===== config.mk =====
export PLATFORM = sky130hd
export DESIGN_NAME = keypad_row_driver
export DESIGN_NICKNAME = d
export VERILOG_FILES = /design/src/rtl/keypad_pkg.sv /design/src/rtl/keypad_scan_tick.sv /design/src/rtl/keypad_row_driver.sv
export SDC_FILE = /design/constraint.sdc
export NUM_CORES = 1
export LEC_CHECK = 0
export ABC_AREA = 1
export CORE_MARGIN = 2
export CORE_UTILIZATION = 42
export DETAILED_ROUTE_END_ITERATION = 12
export HOLD_SLACK_MARGIN = 0.02
export PLACE_DENSITY = 0.67
export SLEW_MARGIN = 10
export SYNTH_ARGS = -nofsm -noshare
export SYNTH_HDL_FRONTEND = slang
export SYNTH_SLANG_ARGS = --single-unit

===== constraint.sdc =====
create_clock -name clk -period 2.8 [get_ports clk]
set_clock_uncertainty 0.2 [all_clocks]
set_input_delay 0.56 -clock clk [delete_from_list [all_inputs] [get_ports clk]]
set_output_delay 0.56 -clock clk [all_outputs]
set_load 0.05 [all_outputs]

===== src/rtl/keypad_pkg.sv =====
// rtl/keypad_pkg.sv - shared state type, key code constants and width helper for the keypad row driver
package keypad_pkg;

   typedef enum logic [1:0] {SCAN, DEBOUNCE, HOLD} kp_state_e;

   localparam int                    KEY_CODE_W = 4;
   localparam logic [KEY_CODE_W-1:0] KEY_NONE   = 4'd0;

   // Width of a counter/index over 0..n-1, never narrower than one bit.
   function automatic int idx_w(input int n);
      return (n > 1) ? $clog2(n) : 1;
   endfunction

endpackage


===== src/rtl/keypad_scan_tick.sv =====
// rtl/keypad_scan_tick.sv - free-running row dwell divider producing the column sample strobe
module keypad_scan_tick
   import keypad_pkg::*;
#(
   parameter int SCAN_DIV = 1000
) (
   input  logic clk,
   input  logic nrst,
   output logic strobe
);
   localparam int W = idx_w(SCAN_DIV);

   logic [W-1:0] div_cnt;

   // Strobe sits at the end of the dwell so the driven row has settled.
   assign strobe = (div_cnt == W'(SCAN_DIV - 1));

   always_ff @(posedge clk or negedge nrst) begin
      if (!nrst) begin
         div_cnt <= '0;
      end else if (strobe) begin
         div_cnt <= '0;
      end else begin
         div_cnt <= div_cnt + 1'b1;
      end
   end

endmodule


===== src/rtl/keypad_row_driver.sv =====
// rtl/keypad_row_driver.sv - row strobe, column sampling, debounce and key encode for a keypad matrix
// Optional auto-repeat of a held key is built when KEYPAD_AUTOREPEAT_EN is defined.
module keypad_row_driver
   import keypad_pkg::*;
#(
   parameter int ROWS           = 4,
   parameter int COLS           = 3,
   parameter int SCAN_DIV       = 1000,
   parameter int DEBOUNCE_SCANS = 4,
   parameter int REPEAT_DELAY   = 50,
   parameter int REPEAT_PERIOD  = 10
) (
   input  logic                  clk,
   input  logic                  nrst,
   input  logic [COLS-1:0]       col_in,
   output logic [ROWS-1:0]       row_out,
   output logic [KEY_CODE_W-1:0] key_code,
   output logic                  key_valid,
   output logic                  key_held
);
   localparam int RW = idx_w(ROWS);
   localparam int CW = idx_w(COLS);
   localparam int DW = idx_w(DEBOUNCE_SCANS + 1);

   if (SCAN_DIV < 2 || DEBOUNCE_SCANS < 1 || REPEAT_DELAY < 1 || REPEAT_PERIOD < 1 ||
       ROWS < 1 || COLS < 1 || ROWS * COLS > 15) begin : g_param_check
      $error("keypad_row_driver: parameter out of range");
   end

   logic [COLS-1:0]       col_m, col_s;
   logic                  strobe, col_any, accept, rpt_fire;
   logic [CW-1:0]         win_col, lat_col, lat_col_n;
   logic [RW-1:0]         row_idx, row_idx_n, row_nxt;
   logic [DW-1:0]         cnt, cnt_n, cnt_inc;
   kp_state_e             state, state_n;
   logic [KEY_CODE_W-1:0] key_code_n;
   logic                  key_valid_n, key_held_n;

   keypad_scan_tick #(.SCAN_DIV(SCAN_DIV)) u_tick (
      .clk    (clk),
      .nrst   (nrst),
      .strobe (strobe)
   );

   // Lowest set column wins when several lines are high.
   always_comb begin
      win_col = '0;
      for (int i = COLS - 1; i >= 0; i--) begin
         if (col_s[i]) win_col = CW'(i);
      end
   end

   assign col_any = |col_s;
   assign row_nxt = (row_idx == RW'(ROWS - 1)) ? '0 : row_idx + 1'b1;
   assign cnt_inc = (cnt == DW'(DEBOUNCE_SCANS)) ? cnt : cnt + 1'b1;
   assign row_out = ROWS'(1) << row_idx;

   always_ff @(posedge clk or negedge nrst) begin
      if (!nrst) begin
         col_m     <= '0;
         col_s     <= '0;
         state     <= SCAN;
         row_idx   <= '0;
         lat_col   <= '0;
         cnt       <= '0;
         key_code  <= KEY_NONE;
         key_valid <= 1'b0;
         key_held  <= 1'b0;
      end else begin
         col_m     <= col_in;
         col_s     <= col_m;
         state     <= state_n;
         row_idx   <= row_idx_n;
         lat_col   <= lat_col_n;
         cnt       <= cnt_n;
         key_code  <= key_code_n;
         key_valid <= key_valid_n;
         key_held  <= key_held_n;
      end
   end

   // cnt counts matching samples in DEBOUNCE and zero samples in HOLD.
   always_comb begin
      state_n    = state;
      row_idx_n  = row_idx;
      lat_col_n  = lat_col;
      cnt_n      = cnt;
      key_code_n = key_code;
      key_held_n = key_held;
      accept     = 1'b0;
      if (strobe) begin
         unique case (state)
            SCAN: begin
               if (!col_any) begin
                  row_idx_n = row_nxt;
               end else begin
                  lat_col_n = win_col;
                  cnt_n     = DW'(1);
                  state_n   = DEBOUNCE;
                  accept    = (DEBOUNCE_SCANS == 1);
               end
            end
            DEBOUNCE: begin
               if (col_any && win_col == lat_col) begin
                  cnt_n  = cnt_inc;
                  accept = (cnt_inc == DW'(DEBOUNCE_SCANS));
               end else begin
                  cnt_n     = '0;
                  row_idx_n = row_nxt;
                  state_n   = SCAN;
               end
            end
            HOLD: begin
               if (col_any) begin
                  cnt_n = '0;
               end else if (cnt_inc == DW'(DEBOUNCE_SCANS)) begin
                  cnt_n      = '0;
                  key_held_n = 1'b0;
                  row_idx_n  = '0;
                  state_n    = SCAN;
               end else begin
                  cnt_n = cnt_inc;
               end
            end
            default: state_n = SCAN;
         endcase
      end
      if (accept) begin
         key_code_n = KEY_CODE_W'(int'(row_idx) * COLS + int'(win_col) + 1);
         key_held_n = 1'b1;
         cnt_n      = '0;
         state_n    = HOLD;
      end
      key_valid_n = accept || rpt_fire;
   end

`ifdef KEYPAD_AUTOREPEAT_EN
   localparam int RPT_MAX = (REPEAT_DELAY > REPEAT_PERIOD) ? REPEAT_DELAY : REPEAT_PERIOD;
   localparam int PW      = idx_w(RPT_MAX + 1);

   logic [PW-1:0] rpt_cnt, rpt_cnt_n, rpt_target;
   logic          rpt_armed, rpt_armed_n;

   // First repeat waits REPEAT_DELAY strobes, later ones REPEAT_PERIOD.
   assign rpt_target = rpt_armed ? PW'(REPEAT_PERIOD) : PW'(REPEAT_DELAY);

   always_comb begin
      rpt_cnt_n   = rpt_cnt;
      rpt_armed_n = rpt_armed;
      rpt_fire    = 1'b0;
      if (accept) begin
         rpt_cnt_n   = '0;
         rpt_armed_n = 1'b0;
      end else if (strobe && state == HOLD) begin
         if (!col_any) begin
            rpt_cnt_n   = '0;
            rpt_armed_n = 1'b0;
         end else if (rpt_cnt + 1'b1 == rpt_target) begin
            rpt_fire    = 1'b1;
            rpt_cnt_n   = '0;
            rpt_armed_n = 1'b1;
         end else begin
            rpt_cnt_n = rpt_cnt + 1'b1;
         end
      end
   end

   always_ff @(posedge clk or negedge nrst) begin
      if (!nrst) begin
         rpt_cnt   <= '0;
         rpt_armed <= 1'b0;
      end else begin
         rpt_cnt   <= rpt_cnt_n;
         rpt_armed <= rpt_armed_n;
      end
   end
`else
   assign rpt_fire = 1'b0;
`endif

endmodule

==> impl_metrics.py, run 1 <==
metrics = {
    "place": {
        "gp_congestion": 0.800,
        "dpl.hpwl_um": 2360,
        "dp_slack_ns": 0.489,
        "io_buffer_count": 14,
        "dp.cells": 288,
    },
    "pwr": {
        "powerDensity_nw_per_um2": 457,
        "switchingPower_mw": 0.187,
        "clockPowerShare_pct": 51.6,
        "power_mw": 1.01,
        "swShare_pct": 18.6,
        "power.static_leakage_nw": 1.12,
        "p_seq_share_pct": 45.3,
        "p_comb_share_pct": 3.1,
        "internal-power_mw": 0.819,
        "ir_worst_vdd_mv": 0.339,
    },
    "timing": {
        "worst_slew_pin_slew_ns": 0.494,
        "setup_viol": 0,
        "fin_crit_ns": 2.58,
        "fin_crit_sh_pct": 92.0,
        "relSlewSlack_pct": 67.0,
        "fmax_ghz": 0.388,
        "slew_viol_final": 0,
        "fin_tns_setup_ns": 0,
        "hold_violations": 0,
        "rsz0062_at_grt": "no",
        "worst_slack_ns": 0.223,
    },
    "floorplanning": {
        "num_rows": 24,
        "die_x_um": 70.4,
        "start_util_pct": 43.2,
        "core_region_area_um2": 4290,
        "chipHeight_um": 70.4,
        "ios": 15,
        "die_area_um2": 4960,
    },
    "route": {
        "avgRoutedWirePerCell_um": 10.4,
        "top_layer": "met4",
        "dr_wl_met2_um": 1390,
        "wl_met3_um": 96,
        "wl_um": 3070,
        "via_count": 1404,
        "avgViaCountPerCell": 4.74,
        "drt_iter0_drc": 68,
        "met1Wirelength_um": 1500,
        "dr.pass1.iters": 4,
        "ant_nets": 0,
        "route.detailed.drc": 0,
    },
    "grt": {
        "grt_pass1_vias": 1329,
        "antenna_found_initial": 0,
        "gr-usage-all-layers_pct": 14.5,
        "grt_pass1_wl_um": 5640,
        "grt_max_degree": 32,
        "grt_overflow": 0,
    },
    "synth": {
        "synth_area_um2": 1850,
        "synth-edff-count": 0,
        "ys_warn_count": 0,
        "synth_area_leaders": "dfrtp_1 42%, nand2_1 12%, ha_1 9.4%, inv_1 6.1%, nand3_1 4.0%",
        "syn_avg_cell_area_um2": 8.39,
        "synth_flop_cell": "dfrtp_1",
        "syn_nets": 242,
        "syn_inst": 221,
        "yosysTopAreaCell": "dfrtp_1",
        "ys_top_cells_by_count": "59 x nand2_1, 31 x dfrtp_1, 30 x inv_1, 15 x nand3_1",
        "ys_types": 27,
        "synth-async-reset-ratio_pct": 100,
        "yosysMostFrequentCell": "nand2_1",
        "synth_top_area_share_pct": 41.8,
        "synth_seq_area_share_pct": 41.8,
        "ys_ff_latch": 31,
    },
    "clock_network": {
        "cts_setup_buffers": 0,
        "cts_buffers": 5,
        "clk_path_buf_depth": 2,
        "holdBufCountCts": 0,
        "cts-resized-gates": 0,
        "h-tree-depth": 2,
        "cts_tree": "done",
        "clk_latency_ns": 0.28,
        "cts_sinks": 31,
        "cts_root_buf": "clkbuf_8",
        "path_clk_slew_ns": 0.06,
    },
    "cells_and_area": {
        "syn_to_final_growth_pct": 18.6,
        "fin_nets": 264,
        "final_cells": 296,
        "n_antenna_cell": 0,
        "drive_gt1_share_pct": 17.2,
        "finish.utilization_pct": 51.2,
    },
    "run": {
        "cap_violations": 0,
    },
    "critical_path": {
        "cp_max_fo": 6,
        "critPathKind": "flop to output pin",
        "reg2reg_depth": 9,
        "end_kind": "output pin",
        "startpoint_type": "flop",
        "crit_required_ns": 2.04,
        "r2r_setup_slack_ns": 0.51,
        "worst_ep_arrival_time_ns": 1.82,
    },
    "status": {
        "status": "finished, final reports clean",
    },
    "min_path": {
        "hold_class": "flop to flop",
        "hold_path_depth": 0,
    },
}
metrics by stage:
step / hold slack, ns / cell area (µm²)
after floorplan: 0.0644 / 1850
after global placement: 0.133 / 2070
after detailed placement: 0.135 / 2070
after CTS: 0.150 / 2200
after global routing: 0.170 / 2200
final: 0.147 / 2200
per-layer routing:
metal	up-vias	GRT usage [%]
li1	731	-
met1	648	18.2
met2	17	22.7
met3	8	3.46
met4	0	8.33
met5	-	0
power by group through the flow:
stage	registers (mW)	logic [mW]	clock network, mW
finish	0.456	0.0312	0.519
global route	0.456	0.0360	0.560
CTS	0.456	0.0326	0.537
detailed placement	0.464	0.0325	0
global placement	0.464	0.0315	0
floorplan	0.464	0.0141	0
area by class of cell:
type | count | area (µm²)
multi-input cells | 154 | 938
repair buffers | 15 | 148
fillers | 423 | 2090
flip-flops and latches | 31 | 776
well taps | 52 | 65.1
clock buffers | 6 | 72.6
clock inverters | 2 | 60.1
inverters | 36 | 140
critical path, stage by stage, from the launching register on:
cell,delay (ns)
dfrtp_1,0.45
inv_1,0.13
ha_1,0.16
clkdlybuf4s50_1,0.79
cells by family (layout without fill, tap and decap cells):
group | count (synthesis) | in the layout | share of synthesized area, %
AO/OA/AOI/OAI | 17 | 17 | 5.06
XOR/XNOR | 3 | 3 | 1.42
adder cells (fa/ha/maj) | 16 | 16 | 11.6
buffers and inverters | 36 | 59 | 7.56
flip-flops | 31 | 31 | 41.8
AND/OR/NAND/NOR | 118 | 118 | 32.5
placed cells by master (no fill, tap or decap):
cell type / instances
a21boi_0: 1
nor2_8: 1
nand3_1: 15
o21ai_0: 4
a21oi_1: 5
bufinv_16: 2
clkbuf_8: 5
nor2_1: 14
xor2_1: 1
inv_2: 5
clkinv_4: 1
nor2_4: 3
o21bai_1: 1
clkdlybuf4s50_1: 14
nand2_4: 3
nand3_2: 2
buf_4: 1
nor3_1: 2
nand2_2: 8
ha_1: 14
nand4_2: 1
fa_1: 2
o21ai_1: 4
xnor2_1: 2
inv_1: 30
a31oi_1: 1
a211oi_1: 1
nand3_4: 1
dfrtp_1: 31
clkbuf_1: 1
nor2_2: 9
nand2_1: 59
path summary, 6_finish.rpt:
| check | startpoint | end |
|---|---|---|
| max reg2reg | col_s[0]$_DFF_PN0_ | key_code[2]$_DFFE_PN0P_ |
| min | col_m[1]$_DFF_PN0_ | col_s[1]$_DFF_PN0_ |
| min reg2reg | col_m[1]$_DFF_PN0_ | col_s[1]$_DFF_PN0_ |
| min in group asynchronous | nrst | cnt[2]$_DFFE_PN0P_ |
| max in group asynchronous | nrst | row_idx[1]$_DFFE_PN0P_ |
| max | row_idx[0]$_DFFE_PN0P_ | row_out[2] |
flip-flops by register name, indices dropped and copies added (netlist names):
signal	flops
col_m	3
row_idx	2
key_valid	1
key_code	4
lat_col	2
key_held	1
col_s	3
state	2
cnt	3
u_tick.div_cnt	10
Note: power is estimated with default switching activity, not from simulation.
==> run 2, diff against run 1 <==
- CORE_ASPECT_RATIO: default -> 1.2
- DONT_BUFFER_PORTS: default -> 1
- PLACE_DENSITY: 0.67 -> 0.65
==> impl_metrics.py, run 2 (synthesized netlist as in run 1, its figures left out) <==
metrics = {
    "status": {
        "status": "finished, final reports clean",
    },
    "route": {
        "wl_um": 3080,
        "ant_nets": 0,
        "dr.pass1.iters": 4,
        "dr_wl_met2_um": 1470,
        "drt_iter0_drc": 51,
        "met1Wirelength_um": 1480,
        "route.detailed.drc": 0,
        "wl_met3_um": 95,
        "via_count": 1336,
        "avgRoutedWirePerCell_um": 10.7,
        "top_layer": "met4",
        "avgViaCountPerCell": 4.66,
    },
    "critical_path": {
        "r2r_setup_slack_ns": 0.54,
        "critPathKind": "flop to flop",
        "critical_path.top_delay_family": "adder cells",
        "crit_chain": "nor2_4 -> nand2_2 -> inv_1 -> fa_1 -> fa_1 -> xnor2_1 -> nand2_1 -> o21ai_1 -> inv_1",
        "crit_required_ns": 2.79,
        "reg2reg_to": "key_code[2]$_DFFE_PN0P_",
        "critPathBufInv": 2,
        "cp_max_fo": 5,
        "startpoint_type": "flop",
        "critPathMaxStageDelay_ns": 0.43,
        "reg2reg_depth": 9,
        "worst_ep_arrival_time_ns": 2.25,
        "end_kind": "flop",
        "crit_slowest_cell": "dfrtp_1",
        "r2r_start": "col_s[0]$_DFF_PN0_",
    },
    "place": {
        "dp.cells": 277,
        "io_buffer_count": 0,
        "gp_congestion": 0.761,
        "dpl.hpwl_um": 2370,
        "placed_cell_area_um2": 1920,
    },
    "grt": {
        "grt_pass1_wl_um": 5770,
        "gr-usage-all-layers_pct": 14.9,
        "grt_max_degree": 32,
        "grt_overflow": 0,
        "antenna_found_initial": 0,
        "grt_pass1_vias": 1303,
    },
    "min_path": {
        "hold_class": "input port to flop",
        "min_to": "col_m[2]$_DFF_PN0_",
        "hold_path_depth": 0,
        "hp-start": "col_in[2]",
    },
    "floorplanning": {
        "chipHeight_um": 76.8,
        "core_region_area_um2": 4260,
        "die_x_um": 64.7,
        "start_util_pct": 43.5,
        "num_rows": 26,
        "die_area_um2": 4960,
        "ios": 15,
    },
    "timing": {
        "worst_slew_pin_slew_ns": 0.539,
        "rsz0062_at_grt": "no",
        "relSlewSlack_pct": 64.1,
        "timing.hold.ws_ns": 0.101,
        "slew_viol_final": 0,
        "fmax_ghz": 0.443,
        "fin_crit_sh_pct": 80.7,
        "fin_tns_setup_ns": 0,
        "fin_crit_ns": 2.26,
        "setup_viol": 0,
        "hold_violations": 0,
    },
    "pwr": {
        "p_seq_share_pct": 48.4,
        "ir_worst_vdd_mv": 0.380,
        "swShare_pct": 20.4,
        "switchingPower_mw": 0.192,
        "internal-power_mw": 0.749,
        "power_mw": 0.941,
        "powerDensity_nw_per_um2": 454,
        "p_comb_share_pct": 3.1,
        "power.static_leakage_nw": 1.08,
        "clockPowerShare_pct": 48.5,
    },
    "clock_network": {
        "cts_buffers": 5,
        "clk_latency_ns": 0.28,
        "cts_tree": "done",
        "clk_path_buf_depth": 2,
        "cts-resized-gates": 0,
        "cts_root_buf": "clkbuf_8",
        "path_clk_slew_ns": 0.07,
        "cts_setup_buffers": 0,
        "cts_sinks": 31,
        "h-tree-depth": 2,
    },
    "cells_and_area": {
        "top_register": "u_tick.div_cnt",
        "reg.largest.list": "u_tick.div_cnt (10), key_code (4)",
        "n_antenna_cell": 0,
        "final_cell_mix": "59 x nand2_1, 31 x dfrtp_1, 30 x inv_1, 15 x nand3_1",
        "stdcell_area_um2": 2070,
        "syn_to_final_growth_pct": 11.7,
        "final_cells": 287,
        "fin_nets": 251,
        "drive_gt1_share_pct": 18.6,
        "largest_register_ffs": 10,
        "layout.cells.most_common": "nand2_1",
        "nFillCells": 428,
    },
    "run": {
        "cap_violations": 0,
    },
}
==> run 2: repair_timing <==
action / CTS / global route
endpoints found under the hold margin: 31 / 0
hold buffers: 2 / 0
setup endpoints to repair: 0 / 0
==> run 2: power groups by stage <==
| stage | logic (mW) | registers (mW) | clock network, mW |
|---|---|---|---|
| CTS | 0.0302 | 0.456 | 0.469 |
| global route | 0.0344 | 0.456 | 0.490 |
| finish | 0.0290 | 0.456 | 0.456 |
| detailed placement | 0.0166 | 0.465 | 0 |
| floorplan | 0.0141 | 0.464 | 0 |
| global placement | 0.0163 | 0.464 | 0 |
==> run 2: metrics by stage <==
| step | setup slack, ns | util [%] |
|---|---|---|
| detailed placement | 0.525 | 45.2 |
| global placement | 0.554 | 45.2 |
| global route | 0.346 | 48.6 |
| CTS | 0.524 | 48.6 |
| finish | 0.540 | 48.6 |
| floorplan | 0.611 | - |
==> run 2: layout make-up <==
type | count | area (µm²) | share of cell area [%]
flip-flops and latches | 31 | 776 | 37.4
clock buffers | 6 | 82.6 | 3.99
well taps | 56 | 70.1 | 3.38
clock inverters | 2 | 35.0 | 1.69
repair buffers | 2 | 30.0 | 1.45
inverters | 36 | 140 | 6.76
multi-input cells | 154 | 938 | 45.3
==> run 2: worst max-delay path by stage <==
stage	startpoint	endpoint	slack, ns	cells past startpoint
2_1_floorplan	col_s[0]$_DFF_PN0_	key_code[2]$_DFFE_PN0P_	0.61	9
3_3_place_gp	col_s[0]$_DFF_PN0_	key_code[2]$_DFFE_PN0P_	0.55	9
3_5_place_dp	col_s[0]$_DFF_PN0_	key_code[2]$_DFFE_PN0P_	0.53	9
4_1_cts	col_s[0]$_DFF_PN0_	key_code[2]$_DFFE_PN0P_	0.52	9
5_1_grt	col_s[0]$_DFF_PN0_	key_code[2]$_DFFE_PN0P_	0.35	9
6_report	col_s[0]$_DFF_PN0_	key_code[2]$_DFFE_PN0P_	0.54	9
==> run 2: layer usage <==
layer / global-route usage [%] / vias to the layer above
li1: - / 706
met1: 18.3 / 612
met2: 24.5 / 13
met3: 4.11 / 5
met4: 5.74 / 0
met5: 0 / -
